`src/rtl/fifo_ptr_ctrl.sv`:
```
// Pointer and flag controller for register-array FIFOs: wrapping read/write
// pointers, one-hot write enables and read select, occupancy count and flags.
module fifo_ptr_ctrl #(
    parameter int ADDR_W = 5,
    parameter int AF_TH  = 28,
    parameter int AE_TH  = 4
) (
    input  logic                     clk,
    input  logic                     rst_n,
    input  logic                     clr,
    input  logic                     wr_en,
    input  logic                     rd_en,
    output logic [(1<<ADDR_W)-1:0]   we_onehot,
    output logic [(1<<ADDR_W)-1:0]   rd_sel_onehot,
    output logic [ADDR_W-1:0]        wr_addr,
    output logic [ADDR_W-1:0]        rd_addr,
    output logic [ADDR_W:0]          count,
    output logic                     full,
    output logic                     empty,
    output logic                     almost_full,
    output logic                     almost_empty,
    output logic                     overflow,
    output logic                     underflow
);

    localparam int DEPTH = 1 << ADDR_W;
    localparam logic [ADDR_W:0] DEPTH_C = {1'b1, {ADDR_W{1'b0}}};
    localparam logic [ADDR_W:0] AF_TH_C = (ADDR_W+1)'(AF_TH);
    localparam logic [ADDR_W:0] AE_TH_C = (ADDR_W+1)'(AE_TH);
    localparam logic [ADDR_W:0] ZERO_C  = {(ADDR_W+1){1'b0}};

    logic [ADDR_W:0] wr_ptr_r;
    logic [ADDR_W:0] rd_ptr_r;
    logic [ADDR_W:0] count_r;
    logic            full_r;
    logic            empty_r;
    logic            af_r;
    logic            ae_r;
    logic            overflow_r;
    logic            underflow_r;

    logic            wr_acc_s;
    logic            rd_acc_s;
    logic [ADDR_W:0] count_next_s;
    logic [ADDR_W:0] wr_ptr_next_s;
    logic [ADDR_W:0] rd_ptr_next_s;

    function automatic logic [DEPTH-1:0] onehot(input logic [ADDR_W-1:0] a);
        logic [DEPTH-1:0] v;
        v    = {DEPTH{1'b0}};
        v[a] = 1'b1;
        return v;
    endfunction

    function automatic logic af_of(input logic [ADDR_W:0] c);
        return (c >= AF_TH_C) ? 1'b1 : 1'b0;
    endfunction

    function automatic logic ae_of(input logic [ADDR_W:0] c);
        return (c <= AE_TH_C) ? 1'b1 : 1'b0;
    endfunction

    // Accept logic and next-state arithmetic; clr suppresses both requests.
    always_comb begin
        wr_acc_s = 1'b0;
        rd_acc_s = 1'b0;
        if (clr) begin
            wr_acc_s = 1'b0;
            rd_acc_s = 1'b0;
        end else begin
            wr_acc_s = wr_en & (~full_r | rd_en);
            rd_acc_s = rd_en & ~empty_r;
        end
        count_next_s  = count_r + {{ADDR_W{1'b0}}, wr_acc_s} - {{ADDR_W{1'b0}}, rd_acc_s};
        wr_ptr_next_s = wr_ptr_r + {{ADDR_W{1'b0}}, wr_acc_s};
        rd_ptr_next_s = rd_ptr_r + {{ADDR_W{1'b0}}, rd_acc_s};
    end

    // Write-enable decoder: storage captures on the edge that advances wr_ptr.
    always_comb begin
        we_onehot = {DEPTH{1'b0}};
        if (wr_acc_s) begin
            we_onehot = onehot(wr_ptr_r[ADDR_W-1:0]);
        end else begin
            we_onehot = {DEPTH{1'b0}};
        end
    end

    // Pointer, count and flag registers; flags follow count_next with no lag.
    always_ff @(posedge clk or negedge rst_n) begin
        if (!rst_n) begin
            wr_ptr_r    <= ZERO_C;
            rd_ptr_r    <= ZERO_C;
            count_r     <= ZERO_C;
            full_r      <= 1'b0;
            empty_r     <= 1'b1;
            af_r        <= af_of(ZERO_C);
            ae_r        <= 1'b1;
            overflow_r  <= 1'b0;
            underflow_r <= 1'b0;
        end else if (clr) begin
            wr_ptr_r    <= ZERO_C;
            rd_ptr_r    <= ZERO_C;
            count_r     <= ZERO_C;
            full_r      <= 1'b0;
            empty_r     <= 1'b1;
            af_r        <= af_of(ZERO_C);
            ae_r        <= 1'b1;
            overflow_r  <= 1'b0;
            underflow_r <= 1'b0;
        end else begin
            wr_ptr_r    <= wr_ptr_next_s;
            rd_ptr_r    <= rd_ptr_next_s;
            count_r     <= count_next_s;
            full_r      <= (count_next_s == DEPTH_C);
            empty_r     <= (count_next_s == ZERO_C);
            af_r        <= af_of(count_next_s);
            ae_r        <= ae_of(count_next_s);
            overflow_r  <= wr_en & full_r & ~rd_en;
            underflow_r <= rd_en & empty_r;
        end
    end

    assign rd_sel_onehot = onehot(rd_ptr_r[ADDR_W-1:0]);
    assign wr_addr       = wr_ptr_r[ADDR_W-1:0];
    assign rd_addr       = rd_ptr_r[ADDR_W-1:0];
    assign count         = count_r;
    assign full          = full_r;
    assign empty         = empty_r;
    assign almost_full   = af_r;
    assign almost_empty  = ae_r;
    assign overflow      = overflow_r;
    assign underflow     = underflow_r;

endmodule

```
`config.mk`:
```
export PLATFORM = sky130hd
export DESIGN_NAME = fifo_ptr_ctrl
export DESIGN_NICKNAME = d
export VERILOG_FILES = /design/src/rtl/fifo_ptr_ctrl.sv
export SDC_FILE = /design/constraint.sdc
export NUM_CORES = 1
export LEC_CHECK = 0
export BUFFER_PORTS_ARGS = -buffer_cell sky130_fd_sc_hd__buf_4
export CORE_AREA = 2 2 55 70
export DETAILED_ROUTE_END_ITERATION = 10
export DIE_AREA = 0 0 57 72
export PLACE_DENSITY = 0.9
export RECOVER_POWER = 25
export SLEW_MARGIN = 10
export SYNTH_ARGS = -nofsm -noshare
export SYNTH_HDL_FRONTEND = slang
export SYNTH_SLANG_ARGS = --single-unit
```
`constraint.sdc`:
```
create_clock -name clk -period 5.25 [get_ports clk]
set_input_delay 0.525 -clock clk [delete_from_list [all_inputs] [get_ports clk]]
set_output_delay 0.525 -clock clk [all_outputs]
set_load 0.01 [all_outputs]
```
==> impl_metrics.py, run 1 <==
metrics = {
    "timing": {
        "setup_viol": 0,
        "relSlewSlack_pct": 24.1,
        "tns_ps": 0,
        "timing.final.crit_share_pct": 59.2,
        "worst_pin_slew_ps": 1140,
        "rsz0062_at_grt": "no",
        "fin_crit_ps": 3110,
        "finalMaxSlewViolations": 0,
        "fin_skew_ps": 9.76,
        "hold_violations": 0,
        "fmaxAchievable_mhz": 322,
    },
    "die": {
        "rows": 24,
        "coreArea_mm2": 0.00342,
        "start_util_pct": 46.1,
        "dieArea_mm2": 0.00410,
        "die_h_um": 72,
        "pin_count": 91,
        "die_w_um": 57,
    },
    "worst_setup_path": {
        "slowest_stage": "clkbuf_1",
        "start_kind": "input port",
        "reg2reg_slack_ps": 2580,
        "cpPeakStageDelay_ps": 610,
        "cp.arrival_ps": 3270,
        "path_class": "input port to register",
        "worstSetupEndpointType": "register",
        "worst-path-max-fanout": 20,
        "crit_chain": "clkbuf_1, inv_1, nand3_1, ha_1, inv_1, ha_1, fa_1, nand3_2, a21oi_1, or4_1, o32ai_1",
        "worstPathRequired_ps": 5410,
    },
    "synth": {
        "synth_area_mm2": 0.00158,
        "ys_seq_area_share_pct": 35.1,
        "ys_warn_count": 0,
        "synth_cells": 208,
        "syn_avg_cell_area_um2": 7.58,
        "synth_seq_cells": 22,
        "synth_cell_types": 33,
        "syn_nets": 224,
    },
    "power": {
        "finalPower_uw": 764,
        "power.density_mw_per_mm2": 333,
        "p_leak_uw": 0.00116,
        "ir_drop_mv": 0.407,
    },
    "clock_tree": {
        "cts-resized-gates": 0,
        "path_clk_slew_ps": 90,
        "cts.sinks": 22,
        "cts_max_level": 1,
        "post-cts-setup-buffers": 0,
        "cts_tree": "built",
        "clk_latency_ps": 270,
        "clockBufferDepth": 2,
        "hold_buffers": 0,
        "cts_buffers": 3,
        "cts-root-buf": "clkbuf_8",
    },
    "grt": {
        "grt_pass1_wl_um": 7230,
        "grt_max_degree": 23,
        "grt_overflow_total": 0,
        "grt_usage_pct": 21.7,
        "grt_antenna_before_repair": 0,
        "grt_pass1_vias": 1574,
    },
    "final_layout": {
        "fin_util_pct": 67.0,
        "nets": 307,
        "design_area_mm2": 0.00229,
        "final_common_cell": "buf_4",
        "drive_gt1_share_pct": 32.8,
        "synthToLayoutAreaGrowth_pct": 45.5,
        "layout_common_cells": "buf_4, nor2_1, dfrtp_1",
        "fill_cells": 319,
        "finalNonFillerCells": 329,
        "n_antenna_cell": 0,
    },
    "status": {
        "status": "completed",
    },
    "detailed_routing": {
        "wl_um": 4550,
        "via_per_inst": 5.27,
        "drtIter0Drc": 67,
        "wire_per_inst_um": 13.8,
        "dr.pass1.iters": 4,
        "postRouteAntennaNets": 0,
        "drc": 0,
        "vias": 1735,
    },
    "placed_design": {
        "io_buffers": 90,
        "dp_cells": 325,
        "hpwlAfterDp_um": 3490,
        "gp_congestion": 0.836,
        "post_dp_cell_area_mm2": 0.00226,
    },
    "run": {
        "cap_viol_max_count": 0,
    },
    "min_path": {
        "hold_class": "input port to asynchronous set/reset pin",
    },
}
-- layer usage --
metal / part of all wire (%) / GRT usage [%] / vias to the layer above
met5: 0 / 0 / -
met4: 1.2 / 7.24 / 0
met3: 4.3 / 2.85 / 8
met2: 57 / 40.5 / 50
met1: 38 / 25.4 / 832
li1: - / - / 845
-- worst max-delay path: cells and delay by family --
kind | cells | cell delay, ps
AOI/OAI and AO/OA | 2 | 260
adders and majority gates | 3 | 780
buffers and inverters | 3 | 870
and+or+nand+nor | 3 | 830
-- stage by stage --
stage               worst slack (ps)  hold slack (ps)
floorplan                       2250              229
global placement                2430              423
detailed placement              2300              426
CTS                             2530              139
global route                    1930              524
finish                          2140              456
-- area by class of cell --
| cell class | count | area (um2) | share of cell area (%) |
|---|---|---|---|
| inverters | 11 | 41.3 | 1.80 |
| well taps | 39 | 48.8 | 2.13 |
| flip-flops and latches | 22 | 553 | 24.1 |
| clock buffers | 3 | 41.3 | 1.80 |
| multi-input cells | 163 | 937 | 40.9 |
| clock inverters | 1 | 30.0 | 1.31 |
| repair buffers | 90 | 642 | 28.0 |
-- path summary, 6_finish.rpt --
kind | start | end | cells past startpoint
max | clr | almost_full | 11
min | rst_n | overflow | 1
max reg2reg | empty | almost_full | 9
min reg2reg | full | overflow | 2
max in group asynchronous | rst_n | count[0] | 1
min in group clk | wr_en | overflow | 3
-- registers in the layout, indices dropped and copies added (netlist names) --
register and cells:
rd_ptr_r 5, almost_empty 1, wr_ptr_r 5, almost_full 1, full 1, underflow 1, overflow 1, count 6
empty 1
-- kinds of logic (layout without fill, tap and decap cells) --
kind of cell | count (synthesis) | count (layout) | share of synthesized area (%)
xor+xnor | 9 | 9 | 5.00
buf+inv | 23 | 105 | 5.48
compound gates | 16 | 16 | 6.91
fa+ha+maj | 11 | 11 | 9.21
simple gates | 127 | 127 | 38.3
flops | 22 | 22 | 35.1
-- cells in the mapped netlist (all sizes together) --
library cell | instances | area [um2]
o221ai | 2 | 17.5
or4 | 1 | 7.51
dfrtp | 20 | 500
inv | 11 | 41.3
and3 | 2 | 17.5
nor2 | 74 | 278
or2 | 1 | 6.26
a21oi | 7 | 38.8
dfstp | 2 | 52.6
o31ai | 2 | 15.0
a21boi | 1 | 7.51
nand2b | 4 | 25.0
clkbuf | 12 | 45.0
or3b | 3 | 26.3
nor3 | 7 | 35.0
nand3 | 10 | 55.1
or3 | 3 | 18.8
nand3b | 8 | 60.1
xnor2 | 3 | 26.3
o21ai | 1 | 5.00
nand2 | 6 | 22.5
o32ai | 1 | 8.76
nor2b | 6 | 37.5
fa | 1 | 20.0
and3b | 1 | 8.76
nor4 | 1 | 6.26
a21o | 2 | 16.3
xor2 | 6 | 52.6
ha | 10 | 125
-- where the power goes --
group          internal, uW  switching (uW)  leakage [uW]
sequential              205            28.5      0.000292
combinational           155             217      0.000829
clock                   102            56.7     0.0000357
total                   462             302       0.00116
Power figures use the tool's default switching activity.
==> inputs of run 2 (changes only) <==
CORE_AREA = 2 2 60 76   (was 2 2 55 70)
DIE_AREA = 0 0 62 78   (was 0 0 57 72)
PLACE_DENSITY = 0.81   (was 0.9)
clock period = 2.76 ns   (was 5.25 ns; I/O delays follow)
==> run 2 against run 1 <==
Clock-buffer cell count did not move. Combinational power rose by 84%. Setup slack got worse by 2000 ps. Register-to-register slack worse by 2400 ps. Via count shrank 1.6%. Design area increased by 1.4%. Sequential share of layout area decreased by 0.32 points. Power rose by 86%. Routed wire length decreased by 4.4%. Sequential power rose by 86%. Flip-flop and latch count unchanged.
==> impl_metrics.py, run 2 (synthesis results as in run 1) <==
metrics = {
    "status": {
        "status": "completed",
    },
    "worst_setup_path": {
        "reg2reg_depth": 10,
        "cpPeakStageDelay_ps": 560,
        "crit_start": "full",
        "crit_chain": "nand2b_1, nand3_1, ha_1, inv_1, ha_1, fa_1, nand3_2, a21oi_1, or4_1, o32ai_1",
        "slowest_stage": "or4_1",
        "cp_num_cells": 10,
        "cpMostUsedCell": "ha_1",
        "start_kind": "register",
        "rr_endpoint": "almost_full",
        "critPathCapture": "almost_full",
        "cp.arrival_ps": 2760,
        "reg2reg_slack_ps": 170,
        "worstPathRequired_ps": 2930,
        "path_class": "register to register",
        "cpLargestDelayFamily": "adder cells",
        "path_buf_inv": 1,
        "worst-path-max-fanout": 4,
        "worstSetupEndpointType": "register",
        "reg2reg_from": "full",
    },
    "final_layout": {
        "seqCellArea_um2": 553,
        "synthToLayoutAreaGrowth_pct": 47.5,
        "fill_cells": 404,
        "finalNonFillerCells": 347,
        "layout_common_cells": "buf_4, nor2_1, dfrtp_1",
        "n_antenna_cell": 0,
        "nets": 308,
        "largest_reg_flops": 6,
        "final_common_cell": "buf_4",
        "drive_gt1_share_pct": 32.3,
        "multiInputGateArea_um2": 937,
    },
    "grt": {
        "grt_usage_pct": 17.8,
        "grt_antenna_before_repair": 0,
        "met2_usage_pct": 30.8,
        "grt_pass1_wl_um": 6710,
        "use_met3_pct": 2.50,
        "grt_use_met1_pct": 21.1,
        "grt_max_degree": 23,
        "top_usage_layer": "met2",
        "grt_overflow_total": 0,
        "grt_pass1_vias": 1533,
    },
    "clock_tree": {
        "cts_max_level": 1,
        "cts-root-buf": "clkbuf_8",
        "cts_buffers": 3,
        "clockBufferDepth": 2,
        "cts_tree": "built",
        "clk_latency_ps": 260,
        "post-cts-setup-buffers": 0,
        "hold_buffers": 1,
        "cts-resized-gates": 0,
        "path_clk_slew_ps": 80,
        "cts.sinks": 22,
    },
    "die": {
        "rows": 26,
        "die_h_um": 78,
        "start_util_pct": 38.8,
        "die_w_um": 62,
        "pin_count": 91,
        "dieArea_mm2": 0.00484,
        "coreArea_mm2": 0.00407,
    },
    "timing": {
        "tns_ps": 0,
        "worst_pin_slew_ps": 1150,
        "setup_viol": 0,
        "fin_skew_ps": 2.91,
        "hold_ws_ps": 264,
        "fmaxAchievable_mhz": 386,
        "rsz0062_at_grt": "no",
        "relSlewSlack_pct": 23.1,
        "fin_crit_ps": 2590,
        "timing.final.crit_share_pct": 93.9,
        "finalMaxSlewViolations": 0,
        "hold_violations": 0,
    },
    "detailed_routing": {
        "postRouteAntennaNets": 0,
        "dr.pass1.iters": 4,
        "vias": 1707,
        "wl_um": 4350,
        "wire_per_inst_um": 12.5,
        "via_per_inst": 4.92,
        "drc": 0,
        "drtIter0Drc": 102,
    },
    "placed_design": {
        "dp_cells": 342,
        "gp_congestion": 0.897,
        "hpwlAfterDp_um": 3370,
        "io_buffers": 90,
    },
    "power": {
        "finalPower_uw": 1420,
        "ir_drop_mv": 0.590,
        "power.density_mw_per_mm2": 611,
        "p_leak_uw": 0.00116,
    },
    "min_path": {
        "hold_class": "input port to register",
    },
    "run": {
        "cap_viol_max_count": 0,
    },
}
-- run 2: layer usage --
| metal | vias up | part of all wire, % | wire length (um) |
|---|---|---|---|
| li1 | 845 | - | - |
| met1 | 818 | 42 | 1840 |
| met2 | 39 | 53 | 2330 |
| met3 | 5 | 3.1 | 136 |
| met4 | 0 | 1.1 | 49 |
| met5 | - | 0 | 0 |
-- run 2: report_power, final --
part	leakage (uW)	switching, uW	internal, uW
clock network	0.0000357	108	194
logic	0.000833	393	289
registers	0.000291	46.8	389
-- run 2: how the worst min path moves through the flow --
stage             endpoint  slack [ps]  start  cells after the start
2_1_floorplan  almost_full         -20  rst_n                      0
3_3_place_gp   rd_ptr_r[2]         180  rst_n                      1
3_5_place_dp   rd_ptr_r[4]         180  rst_n                      1
4_1_cts           overflow         260  wr_en                      3
5_1_grt           overflow         260  wr_en                      3
6_report          overflow         260  wr_en                      3
-- run 2: through the flow --
stage / utilization [%] / cell area [um2] / setup WS [ps]
2_1_floorplan: - / 1580 / 7.45
3_3_place_gp: 56.0 / 2280 / 181
3_5_place_dp: 56.0 / 2280 / 90.3
4_1_cts: 58.0 / 2360 / 191
5_1_grt: 57.2 / 2320 / 12.6
6_report: 57.2 / 2320 / 167
-- run 2: layout make-up --
cell class,instances,area share [%]
clock inverter,1,1.29
sequential,22,23.8
clock buffer,3,1.78
inverter,11,1.78
tap,56,3.01
multi-input combinational,163,40.3
timing repair buffer,91,28.0
-- run 2: worst register-to-register path: cells and delay by family (launching register included) --
family	cells	cell delay (ps)
adder cells (fa/ha/maj)	3	930
AND/OR/NAND/NOR	4	900
buffers and inverters	1	40
AO/OA/AOI/OAI	2	230
flip-flops	1	400
